File: config.mk
export PLATFORM = sky130hd
export DESIGN_NAME = writeback_stage_pipe
export DESIGN_NICKNAME = d
export VERILOG_FILES = /design/src/rtl/mips_pkg.sv /design/src/rtl/load_extender.sv /design/src/rtl/writeback_stage_pipe.sv
export SDC_FILE = /design/constraint.sdc
export NUM_CORES = 1
export LEC_CHECK = 0
export ABC_AREA = 0
export BUFFER_PORTS_ARGS = -buffer_cell sky130_fd_sc_hd__buf_2
export CORE_MARGIN = 2
export CORE_UTILIZATION = 35
export DETAILED_ROUTE_END_ITERATION = 7
export SLEW_MARGIN = 25
export SYNTH_ARGS = -nofsm -noshare
export SYNTH_HDL_FRONTEND = slang
export SYNTH_SLANG_ARGS = --single-unit
File: constraint.sdc
create_clock -name clk -period 2.55 [get_ports clk]
set_input_delay 0.3825 -clock clk [delete_from_list [all_inputs] [get_ports clk]]
set_output_delay 0.3825 -clock clk [all_outputs]
set_load 0.02 [all_outputs]
File: src/rtl/mips_pkg.sv
// Shared constants for the MIPS pipeline: result-source ids, load sizes, width defaults.
package mips_pkg;

  localparam int DATA_W_DEF     = 32;
  localparam int REG_ADDR_W_DEF = 5;

  localparam int RES_ALU  = 0;
  localparam int RES_MEM  = 1;
  localparam int RES_LINK = 2;

  localparam logic [1:0] LD_BYTE = 2'b00;
  localparam logic [1:0] LD_HALF = 2'b01;
  localparam logic [1:0] LD_WORD = 2'b10;

  // Select width for n sources, never narrower than one bit.
  function automatic int sel_width(input int n);
    return (n <= 2) ? 1 : $clog2(n);
  endfunction

endpackage

File: src/rtl/load_extender.sv
// Sub-word load lane extraction and sign/zero extension to the datapath width.
// Latency: purely combinational.
// Backpressure: none; output follows inputs.
module load_extender
  import mips_pkg::*;
#(
  parameter int DATA_W = DATA_W_DEF
) (
  input  logic [DATA_W-1:0] raw,
  input  logic [1:0]        offset,
  input  logic [1:0]        size,
  input  logic              sign_ext,
  output logic [DATA_W-1:0] ext
);

  logic [7:0]  byte_lane;
  logic [15:0] half_lane;
  logic [DATA_W-1:0] byte_shift;
  logic [DATA_W-1:0] half_shift;

  // Shifting instead of indexing keeps narrow datapaths safe: lanes past the top read as zero.
  always_comb begin
    byte_shift = raw >> {offset, 3'b000};
    half_shift = raw >> {offset[1], 4'b0000};
    byte_lane  = byte_shift[7:0];
    half_lane  = half_shift[15:0];
  end

  always_comb begin
    ext = raw;
    case (size)
      LD_BYTE: ext = {{(DATA_W-8){sign_ext & byte_lane[7]}}, byte_lane};
      LD_HALF: ext = {{(DATA_W-16){sign_ext & half_lane[15]}}, half_lane};
      LD_WORD: ext = raw;
      default: ext = raw;
    endcase
  end

endmodule

File: src/rtl/writeback_stage_pipe.sv
// MEM/WB register, N-way result select, register-file write gating, retire counter.
// Latency: one cycle from M_* inputs to W_* outputs.
// Backpressure: W_stall holds all state; W_flush (higher priority) loads a bubble.
module writeback_stage_pipe
  import mips_pkg::*;
#(
  parameter int DATA_W     = DATA_W_DEF,
  parameter int REG_ADDR_W = REG_ADDR_W_DEF,
  parameter int NUM_SRC    = 3,
  parameter int SEL_W      = 2,
  parameter int CNT_W      = 32
) (
  input  logic                  clk,
  input  logic                  rst,
  input  logic                  W_stall,
  input  logic                  W_flush,
  input  logic                  M_valid_M,
  input  logic [DATA_W-1:0]     M_ALU_out_M,
  input  logic [DATA_W-1:0]     M_read_data_M,
  input  logic [DATA_W-1:0]     M_link_addr_M,
  input  logic [SEL_W-1:0]      M_resultSel_M,
  input  logic [1:0]            M_loadSize_M,
  input  logic                  M_loadSigned_M,
  input  logic                  M_regWrite_M,
  input  logic [REG_ADDR_W-1:0] M_writeReg_M,
  output logic [DATA_W-1:0]     W_Result_W,
  output logic [REG_ADDR_W-1:0] W_writeReg_W,
  output logic                  W_regWrite_W,
  output logic                  W_valid_W,
  output logic                  W_misaligned_W,
  output logic [CNT_W-1:0]      W_retired_W
);

  typedef struct packed {
    logic                  valid;
    logic [DATA_W-1:0]     alu;
    logic [DATA_W-1:0]     rdata;
    logic [DATA_W-1:0]     link;
    logic [SEL_W-1:0]      sel;
    logic [1:0]            size;
    logic                  sign_ext;
    logic                  reg_write;
    logic [REG_ADDR_W-1:0] write_reg;
  } wb_fields_t;

  wb_fields_t        wb_d;
  wb_fields_t        wb_q;
  logic [CNT_W-1:0]  retired_q;
  logic [DATA_W-1:0] load_ext;
  logic [DATA_W-1:0] result;

  always_comb begin
    wb_d           = '0;
    wb_d.valid     = M_valid_M;
    wb_d.alu       = M_ALU_out_M;
    wb_d.rdata     = M_read_data_M;
    wb_d.link      = M_link_addr_M;
    wb_d.sel       = M_resultSel_M;
    wb_d.size      = M_loadSize_M;
    wb_d.sign_ext  = M_loadSigned_M;
    wb_d.reg_write = M_regWrite_M;
    wb_d.write_reg = M_writeReg_M;
  end

  // Priority: reset, then flush (even when stalled), then stall, then load.
  always_ff @(posedge clk) begin
    if (!rst) begin
      wb_q      <= '0;
      retired_q <= '0;
    end else if (W_flush) begin
      wb_q      <= '0;
    end else if (!W_stall) begin
      wb_q <= wb_d;
      if (M_valid_M) begin
        retired_q <= retired_q + CNT_W'(1);
      end
    end
  end

  // The byte offset travels in the captured ALU address.
  load_extender #(
    .DATA_W (DATA_W)
  ) u_load_extender (
    .raw      (wb_q.rdata),
    .offset   (wb_q.alu[1:0]),
    .size     (wb_q.size),
    .sign_ext (wb_q.sign_ext),
    .ext      (load_ext)
  );

  always_comb begin
    result = '0;
    if (int'(wb_q.sel) < NUM_SRC) begin
      case (int'(wb_q.sel))
        RES_ALU:  result = wb_q.alu;
        RES_MEM:  result = load_ext;
        RES_LINK: result = wb_q.link;
        default:  result = '0;
      endcase
    end
  end

  // A write to $0 is dropped, but the result bus still carries the value.
  always_comb begin
    W_Result_W     = result;
    W_writeReg_W   = wb_q.write_reg;
    W_valid_W      = wb_q.valid;
    W_regWrite_W   = wb_q.valid & wb_q.reg_write & (wb_q.write_reg != '0);
    W_misaligned_W = wb_q.valid & (wb_q.size == LD_HALF) & wb_q.alu[0];
    W_retired_W    = retired_q;
  end

endmodule

==> out/results.ini <==
[grt]
antenna_found_initial = 3
grt_max_degree = 109
grt_pass1_wl_mm = 30.8
use_met2_pct = 30.3
overflow = 0
use_met1_pct = 26.9
grt_usage_pct = 19.6
use_met3_pct = 4.68
top_usage_layer = met2
grt_pass1_vias = 5551

[finish]
multiInputGateArea_um2 = 3600
drive_above_1_share_pct = 28.2
regArea_um2 = 2810
syn2layout_area_growth_pct = 27.5
nFillCells = 1872
fin_util_pct = 45.4
fin_nets = 1005

[route]
vias = 5950
routed_via_density = 5.21
wire_per_inst_um = 17.6
ant_nets = 0
dr.pass1.iters = 6
drt_iter0_drc = 365
finalWirelength_mm = 20.0
drc = 0

[setup_path]
path_class = register to output port
critPathMaxFanout = 8
rr_worst_depth = 6
ff2ff_setup_slack_ns = 0.39
worstPathRequired_ns = 2.17
endpoint_kind = output port
critPathCapture = W_Result_W[28]
worstPathArrival_ns = 2.15
reg2reg_to = W_retired_W[24]
start_kind = register
cp-startpoint = wb_q[75]
r2r_start = W_retired_W[0]

[power_and_ir_drop]
p_leak_nw = 3.75
pwr-share-clk_pct = 49.8
p_sw_w = 0.00130
swShare_pct = 23.5
vdd_ir_drop_max_uv = 485
powerDensity_nw_per_um2 = 653
power_frac_seq_pct = 41.3
p_comb_share_pct = 8.9
p_int_w = 0.00424

[synth]
synthTopCellsByArea = dfxtp_1 (42%), mux2i_1 (20%), nor2_1 (6.7%)
synthCells = 734
synth_top_area_share_pct = 42.1
synth_area_leader_cell = dfxtp_1
ys.flop_type = dfxtp_1
synthDistinctLibCells = 49
async_flop_share_pct = 0
synthesis.nets = 847
synth_seq_cells = 140
ys_seq_area_share_pct = 42.1
yosysWarningCount = 0
synth_area_um2 = 6660
synth_edf_count = 0
synthTopCellsByCount = dfxtp_1 (140), mux2i_1 (130), nor2_1 (119), clkbuf_1 (37), a21oi_1 (34)
synth_most_common_cell = dfxtp_1
postSynthAreaPerCell_um2 = 9.07

[floorplanning]
dieArea_um2 = 20100
initial_utilization_pct = 35.6
core-area_um2 = 18700
die_w_um = 142
rows = 50
die_y_um = 142
num_io_pins = 184

[sta]
setup_viol = 0
finalMaxSlewViolations = 0
hold_viol = 0
relSlewSlack_pct = 43.2
worstMarginPinSlew_ns = 0.852
timing.final.crit_period_ns = 2.54
fmax_mhz = 394
rsz0062_at_grt = yes
clock_skew_ns = 0.0145
whs_ns = 0.182
period_share_pct = 99.4

[clock_tree]
clk_pin_slew_ns = 0.06
cts_tree = yes
ctsHoldBuffers = 0
h-tree-depth = 4
numCtsBuffers = 17
clock_sinks = 140
cts_root_buf = clkbuf_16
clk_path_buf_depth = 2
worstSkewPairLatency_ns = 0.42

[job]
cap_violations = 0

[place]
detailedPlacementHpwl_mm = 14.3
numPortBuffers = 183
place_congestion = 0.960

[status]
status = completed

[hold_path]
min_path_type = input port to register

timing repair:
item | CTS | global route
pin swaps | 1 | 2
setup buffers | 0 | 0
gates cloned | 1 | 0
setup endpoints to repair | 19 | 29
gates resized for setup | 11 | 6
flip-flops by register name (all words and copies together) (netlist names):
signal	cells
wb_q	102
W_retired_W	32
W_writeReg_W	5
W_valid_W	1
worst min path at each step:
stage                                from         endpoint  slack [ns]  cells past startpoint
after global routing      M_ALU_out_M[18]         wb_q[93]        0.18                      3
after CTS                 M_writeReg_M[2]  W_writeReg_W[2]        0.18                      3
after global placement    W_retired_W[29]  W_retired_W[29]        0.47                      2
final                     M_ALU_out_M[14]         wb_q[89]        0.18                      3
after floorplan                 wb_q[100]        wb_q[100]        0.46                      2
after detailed placement  W_retired_W[31]  W_retired_W[31]        0.48                      2
worst max-delay path, cell delays in order, from the launching register on:
cell,delay (ns)
dfxtp_2,0.33
mux4_2,0.51
nor2b_4,0.15
o2111ai_4,0.28
buf_6,0.19
o211ai_1,0.10
buf_2,0.17
area by class of cell:
class	count	share of cell area, %
clock inverters	13	2.49
multi-input cells	523	42.4
inverters	8	0.354
flip-flops and latches	140	33.1
repair buffers	202	13.0
well taps	234	3.45
clock buffers	19	5.22
diodes	2	0.0590
power by group through the flow:
stage	registers, W	clock network [W]	logic (W)
2_1_floorplan	0.00232	0	0.000309
3_3_place_gp	0.00234	0	0.000486
3_5_place_dp	0.00234	0	0.000489
4_1_cts	0.00229	0.00282	0.000495
5_1_grt	0.00230	0.00291	0.000537
6_report	0.00229	0.00276	0.000493
through the flow:
stage | power [W] | worst slack [ns] | setup TNS, ns | area [um^2] | std cells
after detailed placement | 0.00283 | 0.375 | 0 | 7760 | 1106
after global placement | 0.00282 | 0.434 | 0 | 7760 | 1106
after floorplan | 0.00263 | 0.353 | 0 | 6660 | 734
after CTS | 0.00560 | 0.0000389 | 0 | 8460 | 1139
final | 0.00554 | 0.0147 | 0 | 8490 | 1141
after global routing | 0.00574 | -0.0671 | -0.628 | 8480 | 1140
cell usage in the layout, fill, tap and decap left out, types with 3 or more instances in the layout:
master     synthesis  routed
a21oi_1           34      34
a211oi_1           9       8
nor4_1             3       3
o211ai_1          15      15
bufinv_16          0       5
o31ai_1           13      13
or3_1             11      11
xor2_1             7       7
a211o_1            6       6
nand3_1           10      10
o21ai_0           19      19
nand4_1            6       6
inv_1              7       7
and3b_1            8       7
buf_2              3     181
mux2i_1          130     130
nand2b_1           7       5
buf_6              3       4
nor2_1           119     118
o22ai_1           15      15
mux2_2             7       7
buf_4              5      15
clkbuf_16          0      17
inv_6              0       3
and2_1             4       4
a31oi_1            7       7
dfxtp_1          140     138
and4_1             4       4
nand2_1           31      31
nor2b_1           21      19
or4_1             13      13
and3_1             3       3
layer usage:
layer | vias to the layer above | part of all wire, %
li1 | 2948 | -
met5 | - | 0.055
met3 | 22 | 6.2
met2 | 179 | 45
met1 | 2799 | 47
met4 | 2 | 1.4
kinds of logic (layout without fill, tap and decap cells):
family | Yosys count | in the layout | synth area share, %
simple gates | 250 | 250 | 18.9
mux | 138 | 138 | 21.1
xor+xnor | 9 | 9 | 1.18
other cells | 0 | 2 | 0
fa+ha+maj | 1 | 1 | 0.188
flops | 140 | 140 | 42.1
compound gates | 125 | 125 | 11.9
buf+inv | 71 | 242 | 4.68
No activity file was read; power rests on OpenSTA's default activity.
